===== config.mk =====
export PLATFORM = sky130hd
export DESIGN_NAME = tf_fetch_ctrl
export DESIGN_NICKNAME = d
export VERILOG_FILES = /design/src/rtl/tf_fetch_ctrl.sv
export SDC_FILE = /design/constraint.sdc
export NUM_CORES = 1
export LEC_CHECK = 0
export BUFFER_PORTS_ARGS = -buffer_cell sky130_fd_sc_hd__buf_2
export CAP_MARGIN = 20
export CORE_UTILIZATION = 45
export DETAILED_ROUTE_END_ITERATION = 10
export HOLD_SLACK_MARGIN = 0.02
export PLACE_DENSITY = 0.76
export SYNTH_ARGS = -nofsm -noshare
export SYNTH_HDL_FRONTEND = slang
export SYNTH_SLANG_ARGS = --single-unit

===== constraint.sdc =====
create_clock -name clk -period 2.2 [get_ports clk]
set_input_delay 0.44 -clock clk [delete_from_list [all_inputs] [get_ports clk]]
set_output_delay 0.44 -clock clk [all_outputs]
set_load 0.01 [all_outputs]

===== src/rtl/tf_fetch_ctrl.sv =====
// rtl/tf_fetch_ctrl.sv - twiddle-factor ROM fetch sequencer with read tracking pipe
// Optional TF_STAGE_GAP_EN inserts one idle cycle between consecutive stages.
module tf_fetch_ctrl #(
  parameter int STAGE_NUM  = 4,
  parameter int GRP_NUM    = 16,
  parameter int ROM_LAT    = 1,
  parameter int PIPE_DEPTH = 3,
  parameter int ADDR_W     = 6,
  parameter int STG_W      = 2
) (
  input  logic              clk,
  input  logic              rst,
  input  logic              start,
  input  logic              abort,
  output logic              busy,
  output logic              done,
  output logic              tf_rd_en,
  output logic [ADDR_W-1:0] tf_addr,
  output logic              tf_valid_out,
  output logic [STG_W-1:0]  tf_stage_out,
  output logic              tf_last_out
);

  localparam int TRK_D = ROM_LAT + PIPE_DEPTH;
  localparam int GRP_W = (GRP_NUM > 1) ? $clog2(GRP_NUM) : 1;

`ifdef TF_STAGE_GAP_EN
  typedef enum logic [2:0] {S_IDLE, S_FETCH, S_GAP, S_DRAIN, S_DONE} state_t;
`else
  typedef enum logic [2:0] {S_IDLE, S_FETCH, S_DRAIN, S_DONE} state_t;
`endif

  state_t                     state, state_n;
  logic [STG_W-1:0]           stage_cnt, stage_n;
  logic [GRP_W-1:0]           grp_cnt, grp_n;
  logic                       stage_last, grp_last, last_rd;
  logic [TRK_D-1:0]           trk_v, trk_l;
  logic [TRK_D-1:0][STG_W-1:0] trk_s;

  assign stage_last = (stage_cnt == STG_W'(STAGE_NUM - 1));
  assign grp_last   = (grp_cnt == GRP_W'(GRP_NUM - 1));
  assign last_rd    = tf_rd_en && stage_last && grp_last;

  always_comb begin
    state_n = state;
    stage_n = stage_cnt;
    grp_n   = grp_cnt;
    case (state)
      S_IDLE: begin
        if (start) begin
          state_n = S_FETCH;
          stage_n = '0;
          grp_n   = '0;
        end
      end
      S_FETCH: begin
        if (grp_last) begin
          grp_n = '0;
          if (stage_last) begin
            state_n = S_DRAIN;
            stage_n = '0;
          end else begin
            stage_n = stage_cnt + STG_W'(1);
`ifdef TF_STAGE_GAP_EN
            state_n = S_GAP;
`endif
          end
        end else begin
          grp_n = grp_cnt + GRP_W'(1);
        end
      end
`ifdef TF_STAGE_GAP_EN
      S_GAP:   state_n = S_FETCH;
`endif
      // The pipe is empty only once the last-flagged bundle has left the head.
      S_DRAIN: if (trk_v == '0) state_n = S_DONE;
      S_DONE:  state_n = S_IDLE;
      default: state_n = S_IDLE;
    endcase
    if (abort) begin
      state_n = S_IDLE;
      stage_n = '0;
      grp_n   = '0;
    end
  end

  always_ff @(posedge clk or posedge rst) begin
    if (rst) begin
      state     <= S_IDLE;
      stage_cnt <= '0;
      grp_cnt   <= '0;
      tf_rd_en  <= 1'b0;
      tf_addr   <= '0;
      busy      <= 1'b0;
      done      <= 1'b0;
    end else begin
      state     <= state_n;
      stage_cnt <= stage_n;
      grp_cnt   <= grp_n;
      tf_rd_en  <= (state_n == S_FETCH);
      tf_addr   <= (state_n == S_FETCH) ?
                   ADDR_W'(stage_n) * ADDR_W'(GRP_NUM) + ADDR_W'(grp_n) : '0;
      busy      <= (state_n != S_IDLE) && (state_n != S_DONE);
      done      <= (state_n == S_DONE);
    end
  end

  // Tracking pipe mirrors ROM latency plus the TF delay registers.
  always_ff @(posedge clk or posedge rst) begin
    if (rst) begin
      trk_v <= '0;
      trk_l <= '0;
      trk_s <= '0;
    end else if (abort) begin
      trk_v <= '0;
      trk_l <= '0;
      trk_s <= '0;
    end else begin
      for (int i = TRK_D - 1; i > 0; i--) begin
        trk_v[i] <= trk_v[i-1];
        trk_l[i] <= trk_l[i-1];
        trk_s[i] <= trk_s[i-1];
      end
      trk_v[0] <= tf_rd_en;
      trk_l[0] <= last_rd;
      trk_s[0] <= tf_rd_en ? stage_cnt : '0;
    end
  end

  assign tf_valid_out = trk_v[TRK_D-1];
  assign tf_last_out  = trk_l[TRK_D-1];
  assign tf_stage_out = trk_s[TRK_D-1];

endmodule


# [Yosys cells after proc, flatten, opt, wreduce, memory -nomap -nowiden]
# Cells that the tools add are included.
# Widths: inputs -> output; s select.
[totals] reg_bits=34 in_bits=4 out_inout_bits=13 elab_cells=49
[classes] addsub=3 n_eq_ne=7 mux=20 reduce_logical=6
[ops] operator="$mux 4" count=5
[ops] operator="$mux 3" count=5
[ops] operator="$mux 2" count=5
[ops] operator="$pmux 3 s3" count=1
[ops] operator="$mux 8" count=1
[ops] operator="$pmux 4 s2" count=1
[ops] operator="$add 6x4->6" count=1
[ops] operator="$eq 3x1->1 const B" count=2
[ops] operator="$eq 3x2->1 const B" count=2
[ops] operator="$mux 6" count=1
[ops] operator="$add 4x1->4 const B" count=1
[ops] operator="$eq 4x4->1 const B" count=1
[ops] operator="$logic_not 4->1" count=1
[ops] operator="$pmux 2 s2" count=1
[ops] operator="$logic_and 1x1->1" count=3
[ops] operator="$logic_not 3->1" count=1
[ops] operator="$ne 3x2->1 const B" count=1
[ops] operator="$reduce_bool 3->1" count=1
[ops] operator="$add 2x1->2 const B" count=1
[ops] operator="$eq 2x2->1 const B" count=1

# [Logic depth before layout (Yosys ltp)]
[depth] word_depth=7 depth_mapped=4 ltp_nobuf=4

# [Least setup slack after synthesis]
# No wires, ideal clock.
[synth_timing] path_kind="flip-flop to flip-flop" from="reg state[1]" to="reg tf_addr[4]" setup_ps=107 t_arrival_ps=1658 t_required_ps=2093 slack_ps=436 stages_incl_launch_ff=5 period_less_slack_ps=1764 path_cell_list="dfrtp_1 or3b_1 buf_2 or4_4 a2111oi_4"
[synth_between] elab_chain_len=6 word_cells_on_any_way=16 classes_between="add/sub: 1; eq/ne: 3; mux: 11; reduce/logical: 1"
[synth_rtl] element="start: declaration" line_no="33" rtl="state_t state, state_n;"
[synth_rtl] element="start signal: assignment" line_no="97" rtl="state <= state_n;"
[synth_rtl] element="branches (longest 5 deep; another with $add 6x4->6)"
[synth_rtl] element="$mux 6 *" line_no="101" rtl="tf_addr <= (state_n == S_FETCH) ?"
[synth_rtl] element="end signal: assignment" line_no="101"
[synth_rtl] element="end: declaration" line_no="18" rtl="output logic [ADDR_W-1:0] tf_addr,"
# Every way passes the cells marked *.

# [Final worst setup path]
[layout_timing] from="reg state[0]" to="reg tf_addr[4]"
# Same word-level chain as after synthesis.

==> out/summary.md <==
## Outcome
• **run status** finished, violations left
• **failing checks** design-rule violations

## Synthesis
• **post-synth top area cell** sky130_fd_sc_hd__dfrtp_1
• **share of flip-flops with an asynchronous set or reset** 100%
• **share of the synthesized area in compound gates (AO/OA/AOI/OAI)** 11.2%
• **Cell Area, Synth** 1360 um2
• **XOR/XNOR share of the synthesized area** 0.646%
• **synthesized netlist cell count** 111
• **number of enable flip-flop cells after synthesis** 0
• **top flip-flop cell by instance count after synthesis** sky130_fd_sc_hd__dfrtp_1
• **simple-gate area share of the yosys netlist** 20.1%
• **sequential area share after synthesis** 62.8%
• **count of yosys warnings during synthesis** 0
• **area share of the largest cell type after synthesis** 62.8%
• **synthesized area per cell** 12.2 um2
• **number of distinct library cells after synthesis** 36
• **post-synthesis net count** 117
• **combinational family with the most area after synthesis** simple AND/OR/NAND/NOR gates
• **dominant cells by area after synthesis** sky130_fd_sc_hd__dfrtp_1, sky130_fd_sc_hd__nor2b_1, sky130_fd_sc_hd__o21ai_0, sky130_fd_sc_hd__a2111oi_4, sky130_fd_sc_hd__ha_1
• **area share of fa/ha/maj cells after synthesis** 1.85%
• **number of storage elements in the synthesis netlist** 34
• **multiplexer area fraction after synthesis** 0%

## STA
• **unrepaired setup endpoints after global routing** false
• **slew of the pin with the lowest slew margin** 0.607 ns
• **Finish-stage setup viols** 0
• **period utilisation layout** 85.3%
• **Max Transition Viols Final** 0
• **total negative setup slack** 0 ns
• **peak clock frequency supported by timing** 533 MHz
• **minimum period implied by the final worst setup slack** 1.88 ns
• **count of final hold-check violations** 0
• **Relative slew margins** 59.5%
• **clock tree skew after final layout** 0.00772 ns

## Clock tree
• **hold buffers post-CTS** 0
• **number of sinks handled by clock tree synthesis** 34
• **buffers inserted by post-CTS timing repair** 0
• **maximum count of clock buffers along a single path** 2
• **depth of the CTS H-tree** 2
• **root cell of the clock tree** sky130_fd_sc_hd__clkbuf_4
• **clock latency reported for the late side of the worst-skew pair** 0.33 ns
• **register clock-pin slew on the reported worst setup and hold paths** 0.10 ns
• **post_cts resized** 0
• **number of buffers created by CTS** 5
• **clock tree from TritonCTS** yes

## Critical path
• **maximum fanout along the worst path** 8
• **worst reg2reg endpoint** tf_addr[4]
• **type of element launching the critical path** register
• **data required time of the critical path** 2.44 ns
• **Crit Path Class** reg -> reg
• **FF-to-FF Start** state[0]
• **cell count of the worst reg-to-reg path** 3
• **reg-to-reg slack, setup** 0.32 ns
• **Data arrival, critical path** 2.11 ns
• **endpoint kind of the worst setup timing path** register

## Pwr
• **total chip power** 1.04 mW
• **leakage power** 0.746 nW
• **IR drop worst, VDD** 0.325 mV
• **Cell Pwr Density** 692 nW/um2

## Floorplan
• **core box area** 2810 um2
• **DIE WIDTH** 56.9 um
• **starting density of the core** 48.3%
• **height of the die** 56.9 um
• **count of pins on the block boundary** 17
• **FP Rows** 19
• **DIE AREA** 3230 um2

## Finish
• **share of the core filled with cells in the final layout** 53.8%
• **antenna fix cells** 0
• **Area growth, synth to finish** 11.4%
• **non-filler cells, final** 161
• **post-route cell area** 1510 um2
• **count of nets after finishing** 135
• **layout cells sized above 1** 25.4%

## Placement
• **Routability Congestion** 0.875
• **number of buffers added on ports** 16
• **hpwl dp** 1470 um
• **Placed Cells incl. Taps** 153
• **instance area at placement** 1450 um2

## Global route
• **number of antenna violations at the first check in global routing** 0
• **global-route wire length before repair** 4050 um
• **remaining global-route overflow** 0
• **number of global-route vias before repair** 845
• **pin count of the biggest net entering global routing** 35
• **total routing resource utilization after global routing** 17.0%

## Route
• **Avg WL per Cell** 14.6 um
• **number of optimization iterations in the first detailed-route pass** 8
• **number of routed nets with antenna violations** 0
• **post-route DRC violation count** 6
• **number of vias per cell after detailed routing** 5.66
• **initial detailed-routing violation count** 34
• **Via Count** 912
• **total wire length after detailed routing** 2350 um

## Job
• **max-capacitance violation count** 0

## Worst hold path
• **worst min-delay path category** in -> async

## report_power, final
| group | total [mW] | leakage [nW] | switching [mW] | internal, mW |
|---|---|---|---|---|
| combinational | 0.0474 | 0.242 | 0.0348 | 0.0126 |
| clock | 0.362 | 0.0343 | 0.208 | 0.153 |
| sequential | 0.636 | 0.470 | 0.00535 | 0.630 |
| total | 1.04 | 0.746 | 0.248 | 0.796 |
## logic make-up after synthesis
group           Yosys count
flops                    34
xor+xnor                  1
compound gates           21
fa+ha+maj                 2
simple gates             44
other cells               1
buf+inv                   8
## per-stage QoR
step                setup slack (ns)  hold slack [ns]
floorplan                      0.436            0.439
global placement               0.414            0.441
detailed placement             0.371            0.449
CTS                            0.345            0.180
global route                   0.233            0.199
finish                         0.324            0.174
## flip-flops by register name (all words and copies together), names as in the netlist
signal / flops
busy: 1
tf_addr: 6
trk_s: 6
tf_rd_en: 1
grp_cnt: 4
tf_stage_out: 2
state: 3
stage_cnt: 2
trk_v: 4
trk_l: 4
done: 1
## metal layers
| layer | global-route usage (%) | up-vias | share of wire, % |
|---|---|---|---|
| met2 | 22.8 | 35 | 45 |
| met3 | 6.68 | 0 | 7.5 |
| li1 | - | 427 | - |
| met4 | 6.27 | 0 | 0 |
| met1 | 24.7 | 450 | 47 |
| met5 | 0 | - | 0 |
## cells in the mapped netlist, drive strengths merged, types with 2 or more instances
| cell type | n |
|---|---|
| nand2 | 3 |
| nor3 | 2 |
| ha | 2 |
| a21oi | 4 |
| a31oi | 3 |
| nand3 | 5 |
| clkbuf | 2 |
| and2 | 2 |
| o21ai | 7 |
| and3 | 3 |
| nor3b | 2 |
| buf | 4 |
| inv | 2 |
| a2111oi | 2 |
| or2 | 3 |
| nor2 | 3 |
| nor2b | 13 |
| or4 | 2 |
| dfrtp | 34 |
## layout make-up
class	instances	area (um2)
multi-input combinational	69	462
clock inverter	2	12.5
sequential	34	851
inverter	2	7.51
tap	31	38.8
fill	247	1290
clock buffer	6	51.3
timing repair buffer	17	87.6
## placed cells by master (no fill, tap or decap), types with 2 or more instances in the layout
cell type                  synthesis  final
sky130_fd_sc_hd__dfrtp_1          34     34
sky130_fd_sc_hd__buf_2             1     16
sky130_fd_sc_hd__nor2b_1          13     13
sky130_fd_sc_hd__o21ai_0           7      7
sky130_fd_sc_hd__nand3_1           5      5
sky130_fd_sc_hd__clkbuf_4          0      5
sky130_fd_sc_hd__a21oi_1           4      4
sky130_fd_sc_hd__nor2_1            3      3
sky130_fd_sc_hd__nand2_1           3      3
sky130_fd_sc_hd__or2_2             3      3
sky130_fd_sc_hd__a31oi_1           3      3
sky130_fd_sc_hd__and3_1            2      2
sky130_fd_sc_hd__nor3b_1           2      2
sky130_fd_sc_hd__and2_1            2      2
sky130_fd_sc_hd__inv_1             2      2
sky130_fd_sc_hd__nor3_1            2      2
sky130_fd_sc_hd__ha_1              2      2
## worst max-delay path, stage by stage, from the launching register on
cell and delay, ns:
sky130_fd_sc_hd__dfrtp_1 0.47, sky130_fd_sc_hd__or3b_1 0.48, sky130_fd_sc_hd__or4_4 0.48, sky130_fd_sc_hd__a2111oi_4 0.35
## how the worst max path moves through the flow
stage / from / endpoint / slack [ns]
after floorplan: state[1] / tf_addr[4] / 0.44
after global placement: state[1] / tf_addr[4] / 0.41
after detailed placement: state[0] / tf_addr[4] / 0.37
after CTS: state[0] / tf_addr[4] / 0.35
after global routing: state[0] / tf_addr[4] / 0.23
final: state[0] / tf_addr[4] / 0.32
(Power assumes the default switching activity.)
